### config.mk
export PLATFORM = sky130hd
export DESIGN_NAME = spi_ctrl_rx_flat
export DESIGN_NICKNAME = d
export VERILOG_FILES = /design/src/rtl/spi_ctrl_pkg.sv /design/src/rtl/spi_ctrl_rx_if.sv /design/src/rtl/spi_sync_edge.sv /design/src/rtl/spi_ctrl_rx.sv /design/src/flat_wrapper.sv
export SDC_FILE = /design/constraint.sdc
export NUM_CORES = 1
export LEC_CHECK = 0
export CAP_MARGIN = 25
export CORE_ASPECT_RATIO = 0.7
export CORE_MARGIN = 4
export CORE_UTILIZATION = 30
export CTS_BUF_LIST = sky130_fd_sc_hd__clkbuf_8
export CTS_CLUSTER_SIZE = 25
export DETAILED_ROUTE_END_ITERATION = 10
export DONT_BUFFER_PORTS = 1
export GPL_ROUTABILITY_DRIVEN = 0
export GPL_TIMING_DRIVEN = 0
export REMOVE_ABC_BUFFERS = 1
export SYNTH_ARGS = -nofsm -noshare
export SYNTH_HDL_FRONTEND = slang
export SYNTH_SLANG_ARGS = --single-unit
export TNS_END_PERCENT = 1
### constraint.sdc
create_clock -name clk_i -period 1.8 [get_ports clk_i]
set_clock_uncertainty 0.1 [all_clocks]
set_input_delay 0.09 -clock clk_i [delete_from_list [all_inputs] [get_ports clk_i]]
set_output_delay 0.09 -clock clk_i [all_outputs]
set_load 0.05 [all_outputs]
### src/rtl/spi_ctrl_pkg.sv
`default_nettype none
// +----------------------------------------------------------------------------+
// | Module      : spi_ctrl_pkg                                                 |
// | Description : Shared constants, state type and address decode helper for   |
// |               the SPI control-path receiver.                               |
// | Revision    : 1.0 - initial release                                        |
// +----------------------------------------------------------------------------+
package spi_ctrl_pkg;

  localparam int DEFAULT_FRAME_W = 16;

  localparam logic [3:0] ADDR_FREQ  = 4'h1;
  localparam logic [3:0] ADDR_SCALE = 4'h2;
  localparam logic [3:0] ADDR_BOTH  = 4'h3;

  typedef enum logic [1:0] {
    IDLE   = 2'd0,
    SHIFT  = 2'd1,
    COMMIT = 2'd2
  } state_t;

  function automatic logic addr_valid(input logic [3:0] addr);
    return (addr == ADDR_FREQ) || (addr == ADDR_SCALE) || (addr == ADDR_BOTH);
  endfunction

endpackage
`default_nettype wire

### src/rtl/spi_ctrl_rx_if.sv
`default_nettype none
// +----------------------------------------------------------------------------+
// | Module      : spi_ctrl_rx_if                                               |
// | Description : SPI pins plus the DSP settings bus of the control receiver.  |
// |   spiSck_i / spiCs_ni / spiMosi_i : SPI mode-0 inputs from the MCU         |
// |   spiMiso_o                       : readback data to the MCU               |
// |   freqSetting_o / scaleFactor_o   : 4-bit settings to the DSP              |
// |   settingsChanged_o / frameErr_o  : update strobe and sticky error flag    |
// | Revision    : 1.0 - initial release                                        |
// +----------------------------------------------------------------------------+
interface spi_ctrl_rx_if;
  logic       spiSck_i;
  logic       spiCs_ni;
  logic       spiMosi_i;
  logic       spiMiso_o;
  logic [3:0] freqSetting_o;
  logic [3:0] scaleFactor_o;
  logic       settingsChanged_o;
  logic       frameErr_o;

  // Receiver side
  modport slave (
    input  spiSck_i, spiCs_ni, spiMosi_i,
    output spiMiso_o, freqSetting_o, scaleFactor_o, settingsChanged_o, frameErr_o
  );

  // MCU / DSP side
  modport master (
    output spiSck_i, spiCs_ni, spiMosi_i,
    input  spiMiso_o, freqSetting_o, scaleFactor_o, settingsChanged_o, frameErr_o
  );
endinterface
`default_nettype wire

### src/rtl/spi_sync_edge.sv
`default_nettype none
// +----------------------------------------------------------------------------+
// | Module      : spi_sync_edge                                                |
// | Description : Multi-flop synchroniser for one asynchronous input, with a   |
// |               rise/fall detector on the synchronised level.                |
// |   clk, rst_n : system clock, asynchronous active-low reset                 |
// |   i_din      : asynchronous input                                          |
// |   o_level    : synchronised level                                          |
// |   o_rise     : one-cycle pulse on a synchronised 0->1                      |
// |   o_fall     : one-cycle pulse on a synchronised 1->0                      |
// | Revision    : 1.0 - initial release                                        |
// +----------------------------------------------------------------------------+
module spi_sync_edge #(
  parameter int   SYNC_STAGES = 2,
  parameter logic RESET_VAL   = 1'b0
) (
  input  wire logic clk,
  input  wire logic rst_n,
  input  wire logic i_din,
  output logic      o_level,
  output logic      o_rise,
  output logic      o_fall
);

  if (SYNC_STAGES < 2) begin : g_stage_check
    $error("spi_sync_edge: SYNC_STAGES must be at least 2");
  end

  logic [SYNC_STAGES-1:0] r_sync;
  logic                   r_prev;

  always_ff @(posedge clk or negedge rst_n) begin
    if (!rst_n) begin
      r_sync <= {SYNC_STAGES{RESET_VAL}};
      r_prev <= RESET_VAL;
    end else begin
      r_sync <= {r_sync[SYNC_STAGES-2:0], i_din};
      r_prev <= r_sync[SYNC_STAGES-1];
    end
  end

  assign o_level = r_sync[SYNC_STAGES-1];
  assign o_rise  = r_sync[SYNC_STAGES-1] & ~r_prev;
  assign o_fall  = ~r_sync[SYNC_STAGES-1] & r_prev;

endmodule
`default_nettype wire

### src/rtl/spi_ctrl_rx.sv
`default_nettype none
// +----------------------------------------------------------------------------+
// | Module      : spi_ctrl_rx                                                  |
// | Description : SPI (mode 0) control receiver holding the DSP frequency and  |
// |               scale settings. SPI pins are oversampled on clk_i.           |
// |   clk_i  : system clock (>= 8x SCK)                                        |
// |   rst_ni : asynchronous active-low reset, released synchronously inside    |
// |   bus    : spi_ctrl_rx_if.slave - SPI pins and DSP settings outputs        |
// | Revision    : 1.0 - initial release                                        |
// +----------------------------------------------------------------------------+
module spi_ctrl_rx
  import spi_ctrl_pkg::*;
#(
  parameter int         FRAME_W     = DEFAULT_FRAME_W,
  parameter int         SYNC_STAGES = 2,
  parameter logic [3:0] RESET_FREQ  = 4'b0001,
  parameter logic [3:0] RESET_SCALE = 4'b0001
) (
  input wire logic    clk_i,
  input wire logic    rst_ni,
  spi_ctrl_rx_if.slave bus
);

  localparam int                CNT_W      = $clog2(FRAME_W + 2);
  localparam logic [CNT_W-1:0]  C_CNT_FULL = CNT_W'(FRAME_W);
  localparam logic [CNT_W-1:0]  C_CNT_SAT  = CNT_W'(FRAME_W + 1);

  // Reset is asserted asynchronously but released on a clock edge.
  logic [1:0] r_rst_sync;
  logic       w_rst_n;

  always_ff @(posedge clk_i or negedge rst_ni) begin
    if (!rst_ni) r_rst_sync <= 2'b00;
    else         r_rst_sync <= {r_rst_sync[0], 1'b1};
  end
  assign w_rst_n = r_rst_sync[1];

  logic w_sck_rise, w_sck_fall, w_sck_level_unused;
  logic w_cs_rise, w_cs_fall, w_cs_level_unused;
  logic w_mosi, w_mosi_rise_unused, w_mosi_fall_unused;

  spi_sync_edge #(.SYNC_STAGES(SYNC_STAGES), .RESET_VAL(1'b0)) u_sync_sck (
    .clk(clk_i), .rst_n(w_rst_n), .i_din(bus.spiSck_i),
    .o_level(w_sck_level_unused), .o_rise(w_sck_rise), .o_fall(w_sck_fall)
  );

  // cs_n resets to 0 in the chain: a cs_n already low at reset release
  // produces no falling edge, so a frame starts only after a real high->low.
  spi_sync_edge #(.SYNC_STAGES(SYNC_STAGES), .RESET_VAL(1'b0)) u_sync_cs (
    .clk(clk_i), .rst_n(w_rst_n), .i_din(bus.spiCs_ni),
    .o_level(w_cs_level_unused), .o_rise(w_cs_rise), .o_fall(w_cs_fall)
  );

  spi_sync_edge #(.SYNC_STAGES(SYNC_STAGES), .RESET_VAL(1'b0)) u_sync_mosi (
    .clk(clk_i), .rst_n(w_rst_n), .i_din(bus.spiMosi_i),
    .o_level(w_mosi), .o_rise(w_mosi_rise_unused), .o_fall(w_mosi_fall_unused)
  );

  state_t             r_state, w_next;
  logic [FRAME_W-1:0] r_rx;
  logic [FRAME_W-1:0] r_miso_sr;
  logic [CNT_W-1:0]   r_count;
  logic [3:0]         r_freq, r_scale;
  logic               r_changed, r_err;

  logic [3:0]         w_addr;
  logic [7:0]         w_data;
  logic [FRAME_W-9:4] w_rsvd_unused;
  logic               w_frame_ok;

  assign w_addr        = r_rx[FRAME_W-1 -: 4];
  assign w_data        = r_rx[7:0];
  assign w_rsvd_unused = r_rx[FRAME_W-5:8];
  assign w_frame_ok    = (r_count == C_CNT_FULL) && addr_valid(w_addr);

  always_ff @(posedge clk_i or negedge w_rst_n) begin
    if (!w_rst_n) r_state <= IDLE;
    else          r_state <= w_next;
  end

  always_comb begin
    w_next = r_state;
    case (r_state)
      IDLE:    if (w_cs_fall) w_next = SHIFT;
      SHIFT:   if (w_cs_rise) w_next = COMMIT;
      COMMIT:  w_next = IDLE;
      default: w_next = IDLE;
    endcase
  end

  always_ff @(posedge clk_i or negedge w_rst_n) begin
    if (!w_rst_n) begin
      r_rx      <= '0;
      r_miso_sr <= '0;
      r_count   <= '0;
      r_freq    <= RESET_FREQ;
      r_scale   <= RESET_SCALE;
      r_changed <= 1'b0;
      r_err     <= 1'b0;
    end else begin
      r_changed <= 1'b0;
      case (r_state)
        IDLE: begin
          if (w_cs_fall) begin
            r_rx      <= '0;
            r_count   <= '0;
            r_miso_sr <= {r_freq, r_scale, {(FRAME_W-8){1'b0}}};
          end
        end
        SHIFT: begin
          // A cs_n rise in the same cycle ends the frame; that sck edge is dropped.
          if (!w_cs_rise) begin
            if (w_sck_rise) begin
              r_rx <= {r_rx[FRAME_W-2:0], w_mosi};
              if (r_count != C_CNT_SAT) r_count <= r_count + 1'b1;
            end
            if (w_sck_fall) r_miso_sr <= {r_miso_sr[FRAME_W-2:0], 1'b0};
          end
        end
        COMMIT: begin
          if (w_frame_ok) begin
            r_changed <= 1'b1;
            r_err     <= 1'b0;
            case (w_addr)
              ADDR_FREQ:  r_freq  <= w_data[3:0];
              ADDR_SCALE: r_scale <= w_data[3:0];
              default: begin
                r_freq  <= w_data[7:4];
                r_scale <= w_data[3:0];
              end
            endcase
          end else begin
            r_err <= 1'b1;
          end
        end
        default: ;
      endcase
    end
  end

  assign bus.spiMiso_o         = (r_state == SHIFT) ? r_miso_sr[FRAME_W-1] : 1'b0;
  assign bus.freqSetting_o     = r_freq;
  assign bus.scaleFactor_o     = r_scale;
  assign bus.settingsChanged_o = r_changed;
  assign bus.frameErr_o        = r_err;

endmodule
`default_nettype wire

### src/flat_wrapper.sv
// flat-port wrapper written by rule: the top's interface ports become plain ports
module spi_ctrl_rx_flat import spi_ctrl_pkg::*;
#(
  parameter int         FRAME_W     = DEFAULT_FRAME_W,
  parameter int         SYNC_STAGES = 2,
  parameter logic [3:0] RESET_FREQ  = 4'b0001,
  parameter logic [3:0] RESET_SCALE = 4'b0001
)
  (clk_i, rst_ni, bus_spiSck_i, bus_spiCs_ni, bus_spiMosi_i, bus_spiMiso_o, bus_freqSetting_o, bus_scaleFactor_o, bus_settingsChanged_o, bus_frameErr_o);
  spi_ctrl_rx_if bus_i ();
  input wire logic clk_i;
  input wire logic rst_ni;
  input wire logic [$bits(bus_i.spiSck_i)-1:0] bus_spiSck_i;
  input wire logic [$bits(bus_i.spiCs_ni)-1:0] bus_spiCs_ni;
  input wire logic [$bits(bus_i.spiMosi_i)-1:0] bus_spiMosi_i;
  output wire logic [$bits(bus_i.spiMiso_o)-1:0] bus_spiMiso_o;
  output wire logic [$bits(bus_i.freqSetting_o)-1:0] bus_freqSetting_o;
  output wire logic [$bits(bus_i.scaleFactor_o)-1:0] bus_scaleFactor_o;
  output wire logic [$bits(bus_i.settingsChanged_o)-1:0] bus_settingsChanged_o;
  output wire logic [$bits(bus_i.frameErr_o)-1:0] bus_frameErr_o;
  assign bus_i.spiSck_i = bus_spiSck_i;
  assign bus_i.spiCs_ni = bus_spiCs_ni;
  assign bus_i.spiMosi_i = bus_spiMosi_i;
  assign bus_spiMiso_o = bus_i.spiMiso_o;
  assign bus_freqSetting_o = bus_i.freqSetting_o;
  assign bus_scaleFactor_o = bus_i.scaleFactor_o;
  assign bus_settingsChanged_o = bus_i.settingsChanged_o;
  assign bus_frameErr_o = bus_i.frameErr_o;
  spi_ctrl_rx #(.FRAME_W(FRAME_W), .SYNC_STAGES(SYNC_STAGES), .RESET_FREQ(RESET_FREQ), .RESET_SCALE(RESET_SCALE)) u_core (.clk_i(clk_i), .rst_ni(rst_ni), .bus(bus_i));
endmodule
Word-level counts from Yosys, hierarchy flattened
Cells that the tools add are included.
Word-level totals
  flip-flop bits (word level): 59
  bits in latches: 0
  bits in writable memories: 0
  ROM bits: 0
  input bits: 5
  output and inout bits: 11
  word-level logic and storage cells: 70
  memories kept: 0
Cells by class
  add/subtract/negate cells: 1
  $mul: 0
  div/mod/pow operators: 0
  magnitude comparators: 0
  equal/unequal tests: 13
  shift operators: 0
  multiplexer cells: 21
  bitwise logic cells: 10
  reduce and logical (&&, ||, !) cells: 11
Operators by type and width (count)
  16-bit 2-to-1 mux: 6
  16-bit one-hot mux with 2 select lines: 2
  5-bit 2-to-1 mux: 4
  5-bit one-hot mux with 2 select lines: 1
  4-bit by 2-bit equality test with 1-bit output, second input constant: 2
  2-bit != test, second input constant: 4
  4-bit one-hot mux with 2 select lines: 1
  4-bit AND reduction: 2
  1-bit NOT: 6
  3-bit AND reduction: 2
  5-bit by 1-bit adder with 5-bit output, second input constant: 1
  5-bit equality test, second input constant: 1
  5-bit != test, second input constant: 1
  5-bit AND reduction: 1
  1-bit bitwise AND: 4
  4-bit by 1-bit equality test with 1-bit output, second input constant: 1
  1-bit 2-to-1 mux: 4
  2-bit 2-to-1 mux: 2
  2-bit by 1-bit != test with 1-bit output, second input constant: 2
  2-bit one-hot mux with 2 select lines: 1
  2-bit by 1-bit equality test with 1-bit output, second input constant: 1
  2-bit equality test, second input constant: 1
  2-bit logical NOT: 1
  1-bit logical OR: 2
  3 further kinds: 3

Longest topological paths before layout
  word-level depth: 6
  depth in mapped cells: 7

Modules after synthesis
Synthesis repeated with hierarchy kept, for this count alone.
Unflattened totals
  cell total of the unflattened synthesis: 204
  area total of the unflattened synthesis: 2202.1 um^2
Modules (own cells, without submodules)
  spi_ctrl_rx: instances 1, cells each 189, area each 1931.9 um^2
  spi_sync_edge: instances 3, cells each 5, area each 90.1 um^2

Worst setup path before layout
Ideal clock, no wire load.
  path type: register to output
  from: register u_core.r_state[1]
  to: output port bus_spiMiso_o
  arrival time: 1.501 ns
  data required time: 1.610 ns
  slack: 0.109 ns
  cell stages (with the launch flop): 6
  buffers on the path: 3
  path through: dfrtp_1 -> buf_2 -> nor2b_1 -> buf_2 -> buf_1 -> and2_1
Between the ends
  longest elaborated chain between the ends: 2
Ends and longest elaborated chain
  start, declared: line spi_ctrl_rx.sv:59  | state_t r_state, w_next;
  start signal, assigned: line spi_ctrl_rx.sv:78  | else r_state <= w_next;
  2-bit by 1-bit equality test with 1-bit output: line spi_ctrl_rx.sv:141  | assign bus.spiMiso_o = (r_state == SHIFT) ? r_miso_sr[FRAME_W-1] : 1'b0;
  1-bit 2-to-1 mux: line spi_ctrl_rx.sv:141
  end, declared: line flat_wrapper.sv:16  | output wire logic [$bits(bus_i.spiMiso_o)-1:0] bus_spiMiso_o;
No other way between the ends.

Worst setup path in the final report
  from: register u_core.r_state[0]
  to: output port bus_spiMiso_o
Same word-level chain as after synthesis.

==> impl_metrics.json <==
{
  "power-per-cell-area_nw_per_um2": 936,
  "nNetsFinal": 227,
  "synth_cell_types": 35,
  "setup_viol": 0,
  "ys_ff_latch": 51,
  "crit_chain": "nor2b_4 -> buf_16 -> and2_4",
  "tightestPinTransition_ns": 0.595,
  "p_leak_nw": 1.18,
  "grt_antenna_before_repair": 0,
  "wl_per_cell_um": 13.1,
  "grt_pass1_wl_um": 7420,
  "post_dp_cell_area_um2": 2300,
  "core_area_um2": 6880,
  "clock.fmax_mhz": 577,
  "synth_area_leaders": "dfrtp_1 57%, nand2_1 10%, mux2_2 6.2%",
  "arrival_ns": 1.54,
  "cp_top_family": "simple AND/OR/NAND/NOR gates",
  "synth_most_common_cell": "nand2_1",
  "fp.dieW_um": 110,
  "dr.pass1.iters": 4,
  "postRouteAntennaNets": 0,
  "startpoint_type": "register",
  "seq_area_frac_synth": 0.589,
  "clock_path_buffers": 2,
  "htree_levels": 2,
  "slew_headroom": 0.602,
  "crit_fanout": 22,
  "synth_top_area_frac": 0.565,
  "final-instance-count-excl-fill": 314,
  "io_pins": 16,
  "dp_cells": 291,
  "antenna_cells": 0,
  "syn-cell-area_um2": 2170,
  "die_area_um2": 8680,
  "worst-path-buf-inv": 1,
  "clk_root_buffer_cell": "clkbuf_8",
  "first_global_vias": 1456,
  "synth_cells": 204,
  "cpPeakStageDelay_ns": 0.48,
  "utilization": 0.385,
  "grt_overflow_total": 0,
  "slew_violations": 0,
  "finalSetupTns_ns": 0,
  "grt_max_degree": 27,
  "drive_above_1_share": 0.227,
  "worst_setup_path_end_kind": "output pin",
  "crit_type": "register to output pin",
  "timing.max_cap.violations": 0,
  "rsz0062_at_grt": "true",
  "yosys.area.top_type": "dfrtp_1",
  "numCtsBuffers": 5,
  "area_growth_pct": 22.0,
  "initialDrtViolationCount": 60,
  "grt_use_met2": 0.155,
  "period_needed_ns": 1.73,
  "busiest_layer": "met1",
  "port_buffers": 0,
  "vias_per_cell": 4.54,
  "clkTransAtPathRegs_ns": 0.10,
  "grt.total_usage": 0.110,
  "synth_edf_count": 0,
  "outcome": "completed",
  "clk_latency_ns": 0.30,
  "ir_drop_v": 0.000332,
  "vias": 1425,
  "cts_sinks": 51,
  "dp_hpwl_um": 2730,
  "synth_warnings": 0,
  "tritoncts": "done",
  "rows": 25,
  "synth_commonest_cells": "60 x nand2_1, 49 x dfrtp_1, 25 x o21ai_0",
  "postRouteWirelength_um": 4110,
  "drc": 0,
  "met1_usage": 0.160,
  "critPathRequiredTime_ns": 1.61,
  "gr-usage-met3": 0.0301,
  "fin_area_um2": 2650,
  "die_h_um": 79.2,
  "crit_slowest_cell": "dfrtp_2",
  "finalCritPeriodShare": 0.963,
  "hold_violations": 0,
  "synth.avg_cell_area_um2": 10.6,
  "start_util": 0.315,
  "min_path_type": "register to async pin",
  "async_reset_ff_frac": 1.00,
  "synthFlopType": "dfrtp_1"
}
==> placed cells by master, fill, tap and decap left out, types with 2 or more instances in the layout <==
master         instances
nor2_1                 3
dfrtp_2                3
dfstp_2                2
ha_1                   3
mux2_2                12
nor4b_4                2
dfrtp_1               46
dlygate4sd3_1          5
a21oi_1                2
buf_12                 2
nand3_1                4
nand2_1               60
nand2b_1               3
mux2i_1                4
nand4_1                2
clkbuf_8               6
buf_4                  8
inv_1                  3
o21ai_0               24
==> final cells by class <==
| class | instances | area [um^2] |
|---|---|---|
| sequential | 51 | 1280 |
| clock buffer | 6 | 82.6 |
| fill | 705 | 4230 |
| inverter | 3 | 11.3 |
| clock inverter | 2 | 38.8 |
| multi-input combinational | 140 | 893 |
| tap | 94 | 118 |
| timing repair buffer | 18 | 221 |
==> metal layers <==
metal / vias to the layer above / share of wire / wire length, um
li1: 718 / - / -
met1: 685 / 0.53 / 2160
met2: 17 / 0.42 / 1730
met3: 5 / 0.039 / 161
met4: 0 / 0.013 / 52
met5: - / 0 / 0
==> sequential cells by signal, indices dropped and copies added, names as in the netlist <==
name,flops
u_core.r_rx,16
u_core.bus.settingsChanged_o,1
u_core.u_sync_cs.r_prev,1
u_core.u_sync_mosi.r_sync,2
u_core.u_sync_cs.r_sync,2
u_core.bus.scaleFactor_o,4
u_core.u_sync_sck.r_sync,2
u_core.r_rst_sync,2
u_core.r_state,2
u_core.bus.freqSetting_o,4
u_core.bus.frameErr_o,1
u_core.r_count,5
u_core.r_miso_sr,8
u_core.u_sync_sck.r_prev,1
==> worst reg2reg max path, cell delays in order, from the launching register on <==
cell and delay (ns):
dfrtp_2 0.49, nor4b_4 0.33, a41oi_4 0.12, or2_4 0.32, o41ai_2 0.28
==> metrics by stage <==
step                      worst slack (ns)  total power, W  hold slack, ns
after floorplan                     -0.407         0.00145          -0.306
after global placement               -1.13         0.00152          -0.306
after detailed placement            -0.338         0.00156          -0.306
after CTS                          -0.0929         0.00249           0.193
after global routing               -0.0167         0.00261           0.222
final                               0.0666         0.00248           0.161
==> path summary, 6_finish.rpt <==
check,start,to,slack (ns),depth (start not counted)
hold / removal,u_core.r_rst_sync[1]$_DFF_PN0_,u_core.r_rx[9]$_DFFE_PN0P_,0.16,0
setup reg to reg,u_core.r_state[0]$_DFFE_PN0P_,u_core.r_count[3]$_DFFE_PN0P_,0.07,4
max in group asynchronous,u_core.r_rst_sync[1]$_DFF_PN0_,u_core.bus.scaleFactor_o[0]$_DFFE_PN1P_,0.84,1
setup / recovery,u_core.r_state[0]$_DFFE_PN0P_,bus_spiMiso_o,0.07,3
min in group clk_i,bus_spiMosi_i,u_core.u_sync_mosi.r_sync[0]$_DFF_PN0_,0.24,1
hold reg to reg,u_core.r_rst_sync[1]$_DFF_PN0_,u_core.r_rx[9]$_DFFE_PN0P_,0.16,0
==> report_power, final <==
group | switching, W | internal [W] | leakage, nW
Sequential | 0.0000911 | 0.00120 | 0.669
Combinational | 0.000177 | 0.000165 | 0.452
Clock | 0.000388 | 0.000458 | 0.0618
Total | 0.000657 | 0.00182 | 1.18
==> cell families after synthesis <==
group | synth area share
compound gates | 0.0900
fa+ha+maj | 0.0173
buf+inv | 0.0306
flops | 0.589
mux | 0.0807
other cells | 0.00173
simple gates | 0.190
==> repair_timing <==
action                     in CTS  in global routing
gates cloned                    1                  0
buffers inserted                6                  4
resized for setup              12                  6
hold buffers                    5                  0
setup endpoints to repair      23                 32
pin swaps                       3                  4
hold endpoints to repair        5                  0
Note: power is estimated with default switching activity, not from simulation.
